===== src/rtl/comm_pkg.sv =====
// Framing definitions for the 3-byte command link, shared with the command master.
// Frame on the wire: cmd, data[15:8], data[7:0].
package comm_pkg;

    typedef enum logic [1:0] {
        IDLE    = 2'd0,
        WAIT_HI = 2'd1,
        WAIT_LO = 2'd2
    } rx_state_t;

    localparam int FRM_BYTES = 3;
    localparam int BYTE_CMD  = 0;
    localparam int BYTE_HI   = 1;
    localparam int BYTE_LO   = 2;

endpackage


===== src/rtl/comm_responder_if.sv =====
// Consumer-side handshake of the command responder: decoded frame out, response byte in.
// slave = responder, master = the device logic consuming commands and issuing responses.
interface comm_responder_if;
    logic [7:0]  cmd;
    logic [15:0] data;
    logic        cmd_rdy;
    logic        clr_cmd_rdy;
    logic [7:0]  resp;
    logic        send_resp;
    logic        resp_sent;

    modport slave  (output cmd, data, cmd_rdy, resp_sent,
                    input  clr_cmd_rdy, resp, send_resp);
    modport master (input  cmd, data, cmd_rdy, resp_sent,
                    output clr_cmd_rdy, resp, send_resp);
endinterface


===== src/rtl/comm_responder_uart.sv =====
// 8N1 UART transceiver, BAUD_DIV clk cycles per bit; rx_rdy held until clr_rx_rdy.
// Latency: rx_rdy ~9.5 bit times after start edge; tx_done pulses one cycle after the stop bit.
// Backpressure: trmt ignored while tx_busy; a new RX byte overwrites an unacknowledged one.
module comm_responder_uart #(
    parameter int BAUD_DIV = 434
) (
    input  logic       clk,
    input  logic       rst_n,
    input  logic       rx,
    output logic       tx,
    output logic [7:0] rx_data,
    output logic       rx_rdy,
    input  logic       clr_rx_rdy,
    input  logic       trmt,
    input  logic [7:0] tx_data,
    output logic       tx_done,
    output logic       tx_busy
);
    localparam int CW = $clog2(BAUD_DIV + 1);
    localparam logic [CW-1:0] HALF = CW'(BAUD_DIV / 2);
    localparam logic [CW-1:0] FULL = CW'(BAUD_DIV - 1);

    logic          rx_s1, rx_s2, rx_busy;
    logic [3:0]    rx_bit;
    logic [CW-1:0] rx_cnt;
    logic [7:0]    rx_sh;

    always_ff @(posedge clk or negedge rst_n) begin
        if (!rst_n) begin
            rx_s1 <= 1'b1;
            rx_s2 <= 1'b1;
        end else begin
            rx_s1 <= rx;
            rx_s2 <= rx_s1;
        end
    end

    // Bit 0 is the start bit (re-checked mid-bit to reject glitches), 1..8 data, 9 stop.
    always_ff @(posedge clk or negedge rst_n) begin
        if (!rst_n) begin
            rx_busy <= 1'b0;
            rx_bit  <= 4'd0;
            rx_cnt  <= '0;
            rx_sh   <= 8'h00;
            rx_data <= 8'h00;
            rx_rdy  <= 1'b0;
        end else begin
            if (clr_rx_rdy)
                rx_rdy <= 1'b0;
            if (!rx_busy) begin
                if (!rx_s2) begin
                    rx_busy <= 1'b1;
                    rx_bit  <= 4'd0;
                    rx_cnt  <= HALF;
                end
            end else if (rx_cnt != '0) begin
                rx_cnt <= rx_cnt - CW'(1);
            end else begin
                rx_cnt <= FULL;
                rx_bit <= rx_bit + 4'd1;
                if (rx_bit == 4'd0) begin
                    if (rx_s2)
                        rx_busy <= 1'b0;
                end else if (rx_bit == 4'd9) begin
                    rx_busy <= 1'b0;
                    if (rx_s2) begin
                        rx_data <= rx_sh;
                        rx_rdy  <= 1'b1;
                    end
                end else begin
                    rx_sh <= {rx_s2, rx_sh[7:1]};
                end
            end
        end
    end

    logic [9:0]    tx_sh;
    logic [3:0]    tx_bit;
    logic [CW-1:0] tx_cnt;

    always_ff @(posedge clk or negedge rst_n) begin
        if (!rst_n) begin
            tx_sh   <= '1;
            tx_bit  <= 4'd0;
            tx_cnt  <= '0;
            tx_busy <= 1'b0;
            tx_done <= 1'b0;
        end else begin
            tx_done <= 1'b0;
            if (trmt && !tx_busy) begin
                tx_sh   <= {1'b1, tx_data, 1'b0};
                tx_bit  <= 4'd0;
                tx_cnt  <= FULL;
                tx_busy <= 1'b1;
            end else if (tx_busy) begin
                if (tx_cnt != '0) begin
                    tx_cnt <= tx_cnt - CW'(1);
                end else begin
                    tx_cnt <= FULL;
                    tx_sh  <= {1'b1, tx_sh[9:1]};
                    tx_bit <= tx_bit + 4'd1;
                    if (tx_bit == 4'd9) begin
                        tx_busy <= 1'b0;
                        tx_done <= 1'b1;
                    end
                end
            end
        end
    end

    assign tx = tx_sh[0];

endmodule


===== src/rtl/comm_responder.sv =====
// Command link far end: assembles {cmd,data_hi,data_lo} frames, sends 1-byte responses.
// Latency: cmd_rdy one cycle after the 3rd byte is ready; optional inter-byte timeout via COMM_RESP_TIMEOUT_EN.
// Backpressure: none on RX (consumer must keep up); send_resp ignored while a response is shifting.
module comm_responder
    import comm_pkg::*;
#(
    parameter int TO_W        = 20,
    parameter int TIMEOUT_CYC = 1_000_000,
    parameter int BAUD_DIV    = 434
) (
    input  logic             clk,
    input  logic             rst_n,
    input  logic             RX,
    output logic             TX,
    comm_responder_if.slave  bus
);
    logic [7:0] rx_data;
    logic       rx_rdy, clr_rx_rdy;
    logic       trmt, tx_done, tx_busy;
    logic       to_hit;
    rx_state_t  state;
    logic [7:0] cmd_hold, data_hi;

    // Every state consumes the byte it sees, so the ack is simply the ready flag.
    assign clr_rx_rdy = rx_rdy;
    assign trmt       = bus.send_resp & ~tx_busy;

    comm_responder_uart #(.BAUD_DIV(BAUD_DIV)) u_uart (
        .clk        (clk),
        .rst_n      (rst_n),
        .rx         (RX),
        .tx         (TX),
        .rx_data    (rx_data),
        .rx_rdy     (rx_rdy),
        .clr_rx_rdy (clr_rx_rdy),
        .trmt       (trmt),
        .tx_data    (bus.resp),
        .tx_done    (tx_done),
        .tx_busy    (tx_busy)
    );

`ifdef COMM_RESP_TIMEOUT_EN
    logic [TO_W-1:0] to_cnt;

    always_ff @(posedge clk or negedge rst_n) begin
        if (!rst_n)
            to_cnt <= '0;
        else if (state == IDLE || rx_rdy || to_hit)
            to_cnt <= '0;
        else
            to_cnt <= to_cnt + TO_W'(1);
    end

    assign to_hit = (to_cnt == TO_W'(TIMEOUT_CYC - 1));
`else
    assign to_hit = 1'b0;
`endif

    always_ff @(posedge clk or negedge rst_n) begin
        if (!rst_n) begin
            state    <= IDLE;
            cmd_hold <= 8'h00;
            data_hi  <= 8'h00;
            bus.cmd  <= 8'h00;
            bus.data <= 16'h0000;
        end else if (rx_rdy) begin
            unique case (state)
                IDLE: begin
                    cmd_hold <= rx_data;
                    state    <= WAIT_HI;
                end
                WAIT_HI: begin
                    data_hi <= rx_data;
                    state   <= WAIT_LO;
                end
                WAIT_LO: begin
                    bus.cmd  <= cmd_hold;
                    bus.data <= {data_hi, rx_data};
                    state    <= IDLE;
                end
                default: state <= IDLE;
            endcase
        end else if (to_hit) begin
            state <= IDLE;
        end
    end

    always_ff @(posedge clk or negedge rst_n) begin
        if (!rst_n)
            bus.cmd_rdy <= 1'b0;
        else if (rx_rdy && state == WAIT_LO)
            bus.cmd_rdy <= 1'b1;
        else if ((rx_rdy && state == IDLE) || bus.clr_cmd_rdy)
            bus.cmd_rdy <= 1'b0;
    end

    always_ff @(posedge clk or negedge rst_n) begin
        if (!rst_n)
            bus.resp_sent <= 1'b0;
        else if (trmt)
            bus.resp_sent <= 1'b0;
        else if (tx_done)
            bus.resp_sent <= 1'b1;
    end

endmodule


===== src/flat_wrapper.sv =====
// flat-port wrapper written by rule: the top's interface ports become plain ports
module comm_responder_flat import comm_pkg::*;
#(
    parameter int TO_W        = 20,
    parameter int TIMEOUT_CYC = 1_000_000,
    parameter int BAUD_DIV    = 434
)
  (clk, rst_n, RX, TX, bus_cmd, bus_data, bus_cmd_rdy, bus_resp_sent, bus_clr_cmd_rdy, bus_resp, bus_send_resp);
  comm_responder_if bus_i ();
  input  logic clk;
  input  logic rst_n;
  input  logic RX;
  output logic TX;
  output wire logic [$bits(bus_i.cmd)-1:0] bus_cmd;
  output wire logic [$bits(bus_i.data)-1:0] bus_data;
  output wire logic [$bits(bus_i.cmd_rdy)-1:0] bus_cmd_rdy;
  output wire logic [$bits(bus_i.resp_sent)-1:0] bus_resp_sent;
  input wire logic [$bits(bus_i.clr_cmd_rdy)-1:0] bus_clr_cmd_rdy;
  input wire logic [$bits(bus_i.resp)-1:0] bus_resp;
  input wire logic [$bits(bus_i.send_resp)-1:0] bus_send_resp;
  assign bus_cmd = bus_i.cmd;
  assign bus_data = bus_i.data;
  assign bus_cmd_rdy = bus_i.cmd_rdy;
  assign bus_resp_sent = bus_i.resp_sent;
  assign bus_i.clr_cmd_rdy = bus_clr_cmd_rdy;
  assign bus_i.resp = bus_resp;
  assign bus_i.send_resp = bus_send_resp;
  comm_responder #(.TO_W(TO_W), .TIMEOUT_CYC(TIMEOUT_CYC), .BAUD_DIV(BAUD_DIV)) u_core (.clk(clk), .rst_n(rst_n), .RX(RX), .TX(TX), .bus(bus_i));
endmodule

===== config.mk =====
export PLATFORM = sky130hd
export DESIGN_NAME = comm_responder_flat
export DESIGN_NICKNAME = d
export VERILOG_FILES = /design/src/rtl/comm_pkg.sv /design/src/rtl/comm_responder_if.sv /design/src/rtl/comm_responder_uart.sv /design/src/rtl/comm_responder.sv /design/src/flat_wrapper.sv
export SDC_FILE = /design/constraint.sdc
export NUM_CORES = 1
export LEC_CHECK = 0
export ABC_AREA = 0
export CAP_MARGIN = 15
export CELL_PAD_IN_SITES_DETAIL_PLACEMENT = 0
export CELL_PAD_IN_SITES_GLOBAL_PLACEMENT = 2
export CORE_MARGIN = 2
export CORE_UTILIZATION = 42
export DETAILED_ROUTE_END_ITERATION = 16
export PLACE_DENSITY_LB_ADDON = 0.1
export SLEW_MARGIN = 15
export SYNTH_ARGS = -nofsm -noshare
export SYNTH_HDL_FRONTEND = slang
export SYNTH_SLANG_ARGS = --single-unit

===== constraint.sdc =====
create_clock -name clk -period 3.2 [get_ports clk]
set_input_delay 0.64 -clock clk [delete_from_list [all_inputs] [get_ports clk]]
set_output_delay 0.64 -clock clk [all_outputs]
set_load 0.01 [all_outputs]

==> metrics.yaml, run 1 <==
logic_synthesis:
  synth_ff_type: "dfrtp_1"
  ys_warn_count: 0
  synth_cell_type_count: 51
  async_reset_ff_share_pct: 100
  synth_edf_count: 0
  ys_seq_area_share_pct: 56.9
  syn-mean-instance-area_um2: 12.2
  syn_area_um2: 4470
  synth-seq-cells: 101
  synth_cells: 367
  synth_nets: 387
layout:
  num-nets-final: 425
  fill_cells: 938
  final_core_util_pct: 50.3
  layout_common_cells: "dfrtp_1, mux2_2, clkdlybuf4s50_1, nand2_1, nor2_1"
  layout_commonest_cell: "dfrtp_1"
  stdcell_area_um2: 5200
  area_growth_pct: 16.3
  diodes: 0
  layout-drive-gt1-share_pct: 24.6
detailed_routing:
  wl_um: 8290
  dr.pass1.iters: 4
  vias_per_cell: 5.21
  avgRoutedWirePerCell_um: 15.2
  ant_nets: 0
  drc_errors: 0
  dr_total_vias: 2842
  drtIter0Drc: 124
clock_tree:
  cts_resized: 0
  cts_max_path_buffers: 2
  ctsHoldBuffers: 0
  htree_levels: 3
  clockRootBuffer: "clkbuf_8"
  cts_made_buffers: 9
  cts_setup_buffers: 0
  cts_tree: "done"
  clk_latency_ns: 0.37
  cts.sinks: 101
  clk_pin_slew_ns: 0.11
floorplanning:
  initial_core_util_pct: 43.3
  core-area_um2: 10300
  die_w_um: 107
  dieArea_um2: 11500
  ios: 40
  die_h_um: 107
  rows: 37
timing:
  slew_violations: 0
  final-setup-viol-count: 0
  fin_setup_tns_ns: 0
  fmax_mhz: 445
  tightest_slew_ns: 0.833
  fin_ws_ns: 0.955
  final.setup_skew_ns: 0.0134
  period_needed_ns: 2.25
  slew_headroom_pct: 44.1
  period_share_pct: 70.2
  rsz0062_at_grt: "no"
  hold_violations: 0
critical_path:
  required_ns: 3.44
  arrival_ns: 2.49
  worstSetupPathType: "reg2reg"
  cp_max_fo: 16
  r2r_setup_slack_ns: 0.95
  cp-end-kind: "flip-flop"
  critPathLaunchType: "flip-flop"
grt:
  grt_max_degree: 53
  grt_pass1_wl_um: 14400
  track_usage_pct: 15.9
  grt-ovfl-total: 0
  antenna_found_initial: 0
  first_global_vias: 2760
pwr:
  vdd_drop_max_uv: 246
  switching_share_pct: 28.2
  p_int_w: 0.00191
  clkPwrFrac_pct: 29.9
  switchingPower_w: 0.000749
  finalPower_w: 0.00266
  comb_power_share_pct: 12.3
  leakagePower_nw: 2.36
  pwr-share-seq_pct: 57.8
  cellPowerDensity_nw_per_um2: 511
placement:
  post-place-ws_ns: 0.964
  dp_hpwl_um: 5440
  io_buffers: 39
  routabilityCongestion: 0.766
  dpl_cell_area_um2: 5010
outcome:
  outcome: "complete, no violations"
flow_run:
  cap_violations: 0
worst_hold_path:
  hold_path.class: "in2async"
[metrics by stage]
step	hold WS [ns]	instances
finish	0.277	546
global route	0.320	546
CTS	0.310	546
detailed placement	0.356	530
global placement	0.346	530
floorplan	0.344	367
[layer usage]
layer / up-vias / GRT usage (%) / part of all wire [%]
met4: 0 / 6.12 / 1.3
met2: 40 / 23.6 / 47
met3: 8 / 2.74 / 2.5
met1: 1403 / 23.3 / 49
li1: 1391 / - / -
met5: - / 0 / 0
[kinds of logic after synthesis]
family	Yosys count	share of synthesized area, %
AND/OR/NAND/NOR	98	12.0
flip-flops	101	56.9
buffers and inverters	30	2.74
adder cells (fa/ha/maj)	7	1.96
AO/OA/AOI/OAI	61	9.44
XOR/XNOR	10	1.96
multiplexers	60	15.0
[registers in the layout, indices dropped and copies added (netlist names), 8 cells and up]
| name | flops |
|---|---|
| u_core.bus.cmd | 8 |
| u_core.bus.data | 16 |
| u_core.cmd_hold | 8 |
| u_core.data_hi | 8 |
| u_core.u_uart.rx_cnt | 9 |
| u_core.u_uart.rx_data | 8 |
| u_core.u_uart.rx_sh | 8 |
| u_core.u_uart.tx_cnt | 9 |
| u_core.u_uart.tx_sh | 9 |
[power by group through the flow]
stage / Sequential (W) / Clock, W / Combinational, W
floorplan: 0.00154 / 0 / 0.000239
global placement: 0.00156 / 0 / 0.000326
detailed placement: 0.00156 / 0 / 0.000331
CTS: 0.00154 / 0.000824 / 0.000335
global route: 0.00156 / 0.000879 / 0.000379
finish: 0.00154 / 0.000793 / 0.000328
[Yosys cell counts, types with 3 or more instances]
library cell | count | share of area (%)
or3_1 | 3 | 0.42
nor2b_1 | 11 | 1.5
o21ai_0 | 11 | 1.2
mux2i_1 | 4 | 0.90
nor4_1 | 3 | 0.42
nand2b_1 | 3 | 0.42
a31oi_1 | 13 | 1.8
xnor2_1 | 6 | 1.2
mux2_2 | 56 | 14
inv_1 | 12 | 1.0
a21oi_1 | 13 | 1.5
nand3b_1 | 3 | 0.50
nor2_1 | 15 | 1.3
dfrtp_1 | 90 | 50
a22o_1 | 3 | 0.59
nor3_2 | 3 | 0.67
nand3_1 | 10 | 1.1
clkbuf_1 | 14 | 1.2
xor2_1 | 4 | 0.78
ha_1 | 7 | 2.0
nand2_1 | 31 | 2.6
nor3_1 | 3 | 0.34
dfstp_2 | 11 | 6.5
a211oi_1 | 7 | 1.2
[final timing paths]
check                                   startpoint                       to  cells after the start
max in group asynchronous                    rst_n      u_core.u_uart.rx_s2                      2
max reg2reg                u_core.u_uart.tx_cnt[3]  u_core.u_uart.tx_bit[1]                      4
min reg2reg                    u_core.u_uart.rx_s1      u_core.u_uart.rx_s2                      0
max                        u_core.u_uart.tx_cnt[3]  u_core.u_uart.tx_bit[1]                      4
min                                          rst_n       u_core.cmd_hold[5]                      1
min in group clk               u_core.u_uart.rx_s1      u_core.u_uart.rx_s2                      0
[critical path, cell delays in order (launching register included)]
cell and delay, ns:
dfrtp_1 0.45, or4_4 0.60, or3_1 0.69, a21oi_1 0.29
o32ai_2 0.10
[cell type report]
| class | count | area [µm²] | share of cell area [%] |
|---|---|---|---|
| clock buffer | 9 | 124 | 2.38 |
| inverter | 12 | 45.0 | 0.867 |
| multi-input combinational | 236 | 1800 | 34.7 |
| tap | 136 | 170 | 3.27 |
| clock inverter | 7 | 66.3 | 1.28 |
| sequential | 101 | 2540 | 48.9 |
| timing repair buffer | 45 | 445 | 8.57 |
No activity file was read; power rests on OpenSTA's default activity.
==> inputs of run 2 (changes only) <==
--- a/config.mk
+++ b/config.mk
@@ -10,7 +10,7 @@
 export CELL_PAD_IN_SITES_DETAIL_PLACEMENT = 0
 export CELL_PAD_IN_SITES_GLOBAL_PLACEMENT = 2
 export CORE_MARGIN = 2
-export CORE_UTILIZATION = 42
+export CORE_UTILIZATION = 35
 export DETAILED_ROUTE_END_ITERATION = 16
 export PLACE_DENSITY_LB_ADDON = 0.1
 export SLEW_MARGIN = 15
==> constraint.sdc (replaced) <==
create_clock -name clk -period 1.9 [get_ports clk]
set_input_delay 0.38 -clock clk [delete_from_list [all_inputs] [get_ports clk]]
set_output_delay 0.38 -clock clk [all_outputs]
set_load 0.01 [all_outputs]
==> metrics.yaml, run 2 (synthesized netlist as in run 1, its figures left out) <==
outcome:
  outcome: "complete, no violations"
placement:
  place_inst: 600  # +13%
  dpl_cell_area_um2: 5350  # +6.8%
  io_buffers: 39  # unchanged
  routabilityCongestion: 0.729  # -4.7%
  post-place-ws_ns: -0.0200  # -0.984 ns
  dp_hpwl_um: 6040  # +11%
timing:
  final-setup-viol-count: 0  # unchanged
  slew_headroom_pct: 66.4  # +22 points
  fmax_mhz: 536  # +20%
  whs_ns: 0.361  # +0.0840 ns
  rsz0062_at_grt: "yes"
  hold_violations: 0  # unchanged
  fin_setup_tns_ns: 0  # unchanged
  final.setup_skew_ns: 0.00656  # -0.00686 ns
  slew_violations: 0  # unchanged
  period_share_pct: 98.3  # +28 points
  period_needed_ns: 1.87  # -0.378 ns
  fin_ws_ns: 0.0329  # -0.922 ns
  tightest_slew_ns: 0.502  # -0.331 ns
floorplanning:
  dieArea_um2: 13700  # +19%
  ios: 40  # unchanged
  die_w_um: 117  # +9.2%
  initial_core_util_pct: 35.7  # -7.6 points
  die_h_um: 117  # +9.2%
  core-area_um2: 12500  # +21%
  rows: 41  # +11%
detailed_routing:
  dr.pass1.iters: 4  # unchanged
  wl_um: 9050  # +9.2%
  drtIter0Drc: 155  # +25%
  dr_total_vias: 2987  # +5.1%
  drc_errors: 0  # unchanged
  avgRoutedWirePerCell_um: 14.6  # -3.8%
  ant_nets: 0  # unchanged
  vias_per_cell: 4.82  # -7.4%
pwr:
  p_int_w: 0.00374  # +96%
  cellPowerDensity_nw_per_um2: 882  # +73%
  pwr-share-seq_pct: 51.0  # -6.8 points
  vdd_drop_max_uv: 381  # +55%
  switchingPower_w: 0.00131  # +74%
  switching_share_pct: 25.9  # -2.3 points
  clkPwrFrac_pct: 34.9  # +5.0 points
  leakagePower_nw: 2.62  # +11%
  comb_power_share_pct: 14.1  # +1.8 points
clock_tree:
  cts.sinks: 101  # unchanged
  cts_made_buffers: 9  # unchanged
  htree_levels: 3  # unchanged
  cts_max_path_buffers: 2  # unchanged
  clockRootBuffer: "clkbuf_16"
  clk_pin_slew_ns: 0.07  # -0.04 ns
  clk_latency_ns: 0.35  # -0.02 ns
  cts_tree: "done"
worst_hold_path:
  hold_path.class: "reg2reg"
grt:
  first_global_vias: 2910  # +5.4%
  track_usage_pct: 14.2  # -1.8 points
  grt_max_degree: 27  # -49%
  antenna_found_initial: 0  # unchanged
  grt-ovfl-total: 0  # unchanged
  grt_pass1_wl_um: 14800  # +2.6%
layout:
  layout_commonest_cell: "dfrtp_1"
  num-nets-final: 463  # +8.9%
  largest_reg_flops: 16  # unchanged
  layout-drive-gt1-share_pct: 31.9  # +7.3 points
  final_cells: 620  # +14%
  stdcell_area_um2: 5720  # +10%
  multi_input_area_um2: 1850  # +2.6%
  seq_area_um2: 2540  # unchanged
  top_register: "u_core.bus.data"
  layout_common_cells: "dfrtp_1, mux2_2, clkdlybuf4s50_1, buf_4, nand2_1"
  area_growth_pct: 27.9
  diodes: 0  # unchanged
  fill_cells: 1213  # +29%
critical_path:
  cp-end-kind: "flip-flop"
  critPathLaunchType: "flip-flop"
  worstSetupPathType: "reg2reg"
  cp_max_fo: 4  # -12
  arrival_ns: 2.10  # -0.39 ns
  required_ns: 2.13  # -1.31 ns
flow_run:
  cap_violations: 0  # unchanged
## run 2: cell count changes in the layout (fill, tap and decap cells not counted), moves of 3 or more
cell,change
clkbuf_16,+9
buf_4,+29
clkbuf_8,-8
inv_8,-3
buf_6,+4
buf_12,+3
## run 2: worst paths after layout
kind	startpoint	slack, ns	depth (start not counted)	end
max	u_core.u_uart.tx_cnt[3]	0.03	6	u_core.u_uart.tx_bit[2]
min	u_core.u_uart.rx_s1	0.36	0	u_core.u_uart.rx_s2
max reg2reg	u_core.u_uart.tx_cnt[3]	0.03	6	u_core.u_uart.tx_bit[2]
min reg2reg	u_core.u_uart.rx_s1	0.36	0	u_core.u_uart.rx_s2
max in group asynchronous	rst_n	0.82	3	u_core.u_uart.rx_s2
min in group asynchronous	rst_n	0.47	2	u_core.bus.cmd_rdy
## run 2: final cells by class
class / count / share of cell area, %
Sequential cell: 101 / 44.5
Multi-Input combinational cell: 236 / 32.4
Timing Repair Buffer: 83 / 13.7
Inverter: 12 / 0.788
Clock inverter: 4 / 0.591
Clock buffer: 12 / 4.31
Tap cell: 172 / 3.77
## run 2: power by group through the flow
| stage | combinational (W) | sequential, W | clock (W) |
|---|---|---|---|
| after floorplan | 0.000403 | 0.00259 | 0 |
| after global placement | 0.000670 | 0.00260 | 0 |
| after detailed placement | 0.000686 | 0.00260 | 0 |
| after CTS | 0.000694 | 0.00256 | 0.00182 |
| after global routing | 0.000816 | 0.00261 | 0.00190 |
| final | 0.000712 | 0.00257 | 0.00176 |
## run 2: stage by stage
step           total power [W]  util (%)
2_1_floorplan          0.00299         -
3_3_place_gp           0.00327      42.7
3_5_place_dp           0.00329      42.7
4_1_cts                0.00508      45.2
5_1_grt                0.00533      45.7
6_report               0.00504      45.7
## run 2: worst max-delay path, cell delays in order (launching register included)
cell and delay, ns:
dfrtp_1 0.38, or4_4 0.55, buf_6 0.15, nor3_4 0.22, buf_6 0.16, a21oi_2 0.05
a211o_1 0.26
## run 2: metal layers
metal  wire length, µm  vias up  GRT usage [%]
met2              4080       47           21.8
met3               328       11           3.35
li1                  -     1456              -
met5                 0        -              0
met1              4500     1473           19.3
met4               155        0           5.88
## run 2: repair_timing
item,4_1_cts,5_1_grt
setup endpoints to repair,20,29
gates resized for setup,5,9
pin swaps,3,9
buffers inserted,0,2
gates cloned,0,1
endpoints found under the hold margin,16,0
hold buffers,1,0
==> patch: new RTL, settings of run 1 <==
Encoding of `rx_state_t`: now one-hot (3 bits for 3 states).
--- a/src/rtl/comm_pkg.sv
+++ b/src/rtl/comm_pkg.sv
@@ -2,10 +2,10 @@
 // Frame on the wire: cmd, data[15:8], data[7:0].
 package comm_pkg;
 
-    typedef enum logic [1:0] {
-        IDLE    = 2'd0,
-        WAIT_HI = 2'd1,
-        WAIT_LO = 2'd2
+    typedef enum logic [2:0] {
+        IDLE    = 3'b001,
+        WAIT_HI = 3'b010,
+        WAIT_LO = 3'b100
     } rx_state_t;
 
     localparam int FRM_BYTES = 3;
Check against the original RTL: no difference found for any inputs over 10 cycles, from zero or initial values and one cycle with rst_n low; not proved beyond that.
==> patch against run 1 <==
- sequential cell count is 1 higher
- cell area decreased by 2.2%
- power decreased by 6.8%
- fmax fell by 13%
- setup slack worse by 330 ps
- via count down 3.0%
- clock skew rose by 1.2 ps
- synthesized area decreased by 3.9%
- first-iteration DRC count shrank 29%
- combinational power shrank 41%
- sequential share of layout area rose by 1.6 points
- core utilization up 1.2 points
- wire length is 5.1% lower
==> patch: results (changes against run 1) <==
* Net count, final at 412 (-3.1%)
* TritonCTS Buffers at 9 (unchanged)
* Arr. time, crit path at 2880 ps (+390 ps)
* Flop-to-flop setup slack at 620 ps (-330 ps)
* Reg-to-reg critical path endpoint: u_core.u_uart.tx_bit[3]$_DFFE_PN0P_
* Largest net degree at the start of global routing at 55 (+3.8%)
* Final wirelength at 7.87 mm (-5.1%)
* Relative slew slack at 0.501 (+0.0600)
* Asr flop ratio synth at 1.00 (unchanged)
* CP max FO at 15 (-1)
* Post-CTS setup buffers at 0 (unchanged)
* Vias per inst at 5.20 (about the same)
* Post-synth cell types at 48 (-5.9%)
* Status: finished, final reports clean
* Yosys warning count at 0 (unchanged)
* Avg Inst Size Synth at 12.4 µm² (+1.6%)
* Max Freq at 388 MHz (-13%)
* DP Cell Count at 514 (-3.0%)
* CP max-delay cell: or4_1
* Commonest cells post-synth: dfrtp_1 (90), mux2_2 (58), nand2_1 (31)
* Share of layout cells above drive strength 1 at 0.252 (+0.00555)
* Post-Place Cell Area at 4870 µm² (-2.6%)
* Post-DP HPWL at 5.31 mm (-2.3%)
* Worst VDD drop at 0.239 mV (-2.8%)
* Worst skew pair latency at 370 ps (about the same)
* Initial DRC count at 88 (-29%)
* R2R cell count at 6 (+2)
* Total global-route track usage at 0.152 (-0.00765)
* Pre-CTS setup slack at 642 ps (-322 ps)
* Mapped Nets at 367 (-5.2%)
* Clock Skews at 14.6 ps (+1.21 ps)
* Sequential area share after synthesis at 0.598 (+0.0293)
* Critical Path Start: u_core.u_uart.tx_cnt[0]$_DFFE_PN0P_
* Vias in the first global route at 2715 (-1.6%)
* Synth area leaders: dfrtp_1 (52%), mux2_2 (15%), dfstp_2 (7.3%)
* Pleak at 2.34 nW (-0.83%)
* Storage cell area at 2570 µm² (+1.0%)
* Max incr delay on CP at 770 ps (+80 ps)
* First-pass GRT wire length at 13.4 mm (-6.9%)
* Fill count at 860 (-8.3%)
[patch: cell count changes after synthesis, sizes merged, moves of 3 or more]
cell / before / now
buf: 4 / 1
o31ai: 1 / 6
nand3b: 3 / 0
nand3: 11 / 5
xnor2: 6 / 2
a211oi: 7 / 1
clkbuf: 14 / 11
nor2b: 11 / 2
nor2: 16 / 28
[patch: layer usage]
layer  wire, µm  part of all wire  track usage  up-vias
met3        233             0.030       0.0243       11
li1           -                 -            -     1330
met4        130             0.017       0.0600        0
met5          0                 0            0        -
met1       3950              0.50        0.213     1372
met2       3550              0.45        0.237       43
[patch: worst min-delay path by stage]
| stage | start | endpoint | slack (ps) | cells after the start |
|---|---|---|---|---|
| final | rst_n | u_core.u_uart.tx_cnt[6]$_DFFE_PN0P_ | 280 | 1 |
| after global routing | rst_n | u_core.u_uart.tx_cnt[1]$_DFFE_PN0P_ | 320 | 1 |
| after floorplan | rst_n | u_core.bus.cmd[0]$_DFFE_PN0P_ | 340 | 0 |
| after CTS | rst_n | u_core.u_uart.tx_cnt[0]$_DFFE_PN0P_ | 300 | 1 |
| after global placement | u_core.u_uart.rx_s1$_DFF_PN1_ | u_core.u_uart.rx_s2$_DFF_PN1_ | 350 | 0 |
| after detailed placement | u_core.u_uart.rx_s1$_DFF_PN1_ | u_core.u_uart.rx_s2$_DFF_PN1_ | 350 | 0 |
[patch: final cells by class]
cell class                      count  share of cell area
Multi-Input combinational cell    221               0.323
Sequential cell                   102               0.505
Tap cell                          133              0.0327
Timing Repair Buffer               46              0.0891
Clock buffer                        9              0.0244
Clock inverter                      7              0.0165
Inverter                           12             0.00886
[patch: cells by family (layout without fill, tap and decap cells)]
family | Yosys count | after routing | synth area share
buf+inv | 24 | 74 | 0.0213
xor+xnor | 4 | 4 | 0.00816
mux | 60 | 60 | 0.157
flops | 102 | 102 | 0.598
simple gates | 92 | 92 | 0.107
compound gates | 58 | 58 | 0.0886
fa+ha+maj | 7 | 7 | 0.0204
[patch: report_power, final]
group | switching (mW) | total (mW) | internal (mW)
logic | 0.102 | 0.193 | 0.0910
registers | 0.0742 | 1.45 | 1.37
clock network | 0.519 | 0.838 | 0.319
[patch: critical path, delay by kind of cell (launching register included)]
kind            cells  cell delay, ps
fa+ha+maj           1             210
flops               1             410
buf+inv             1             100
simple gates        3            1660
compound gates      1             130
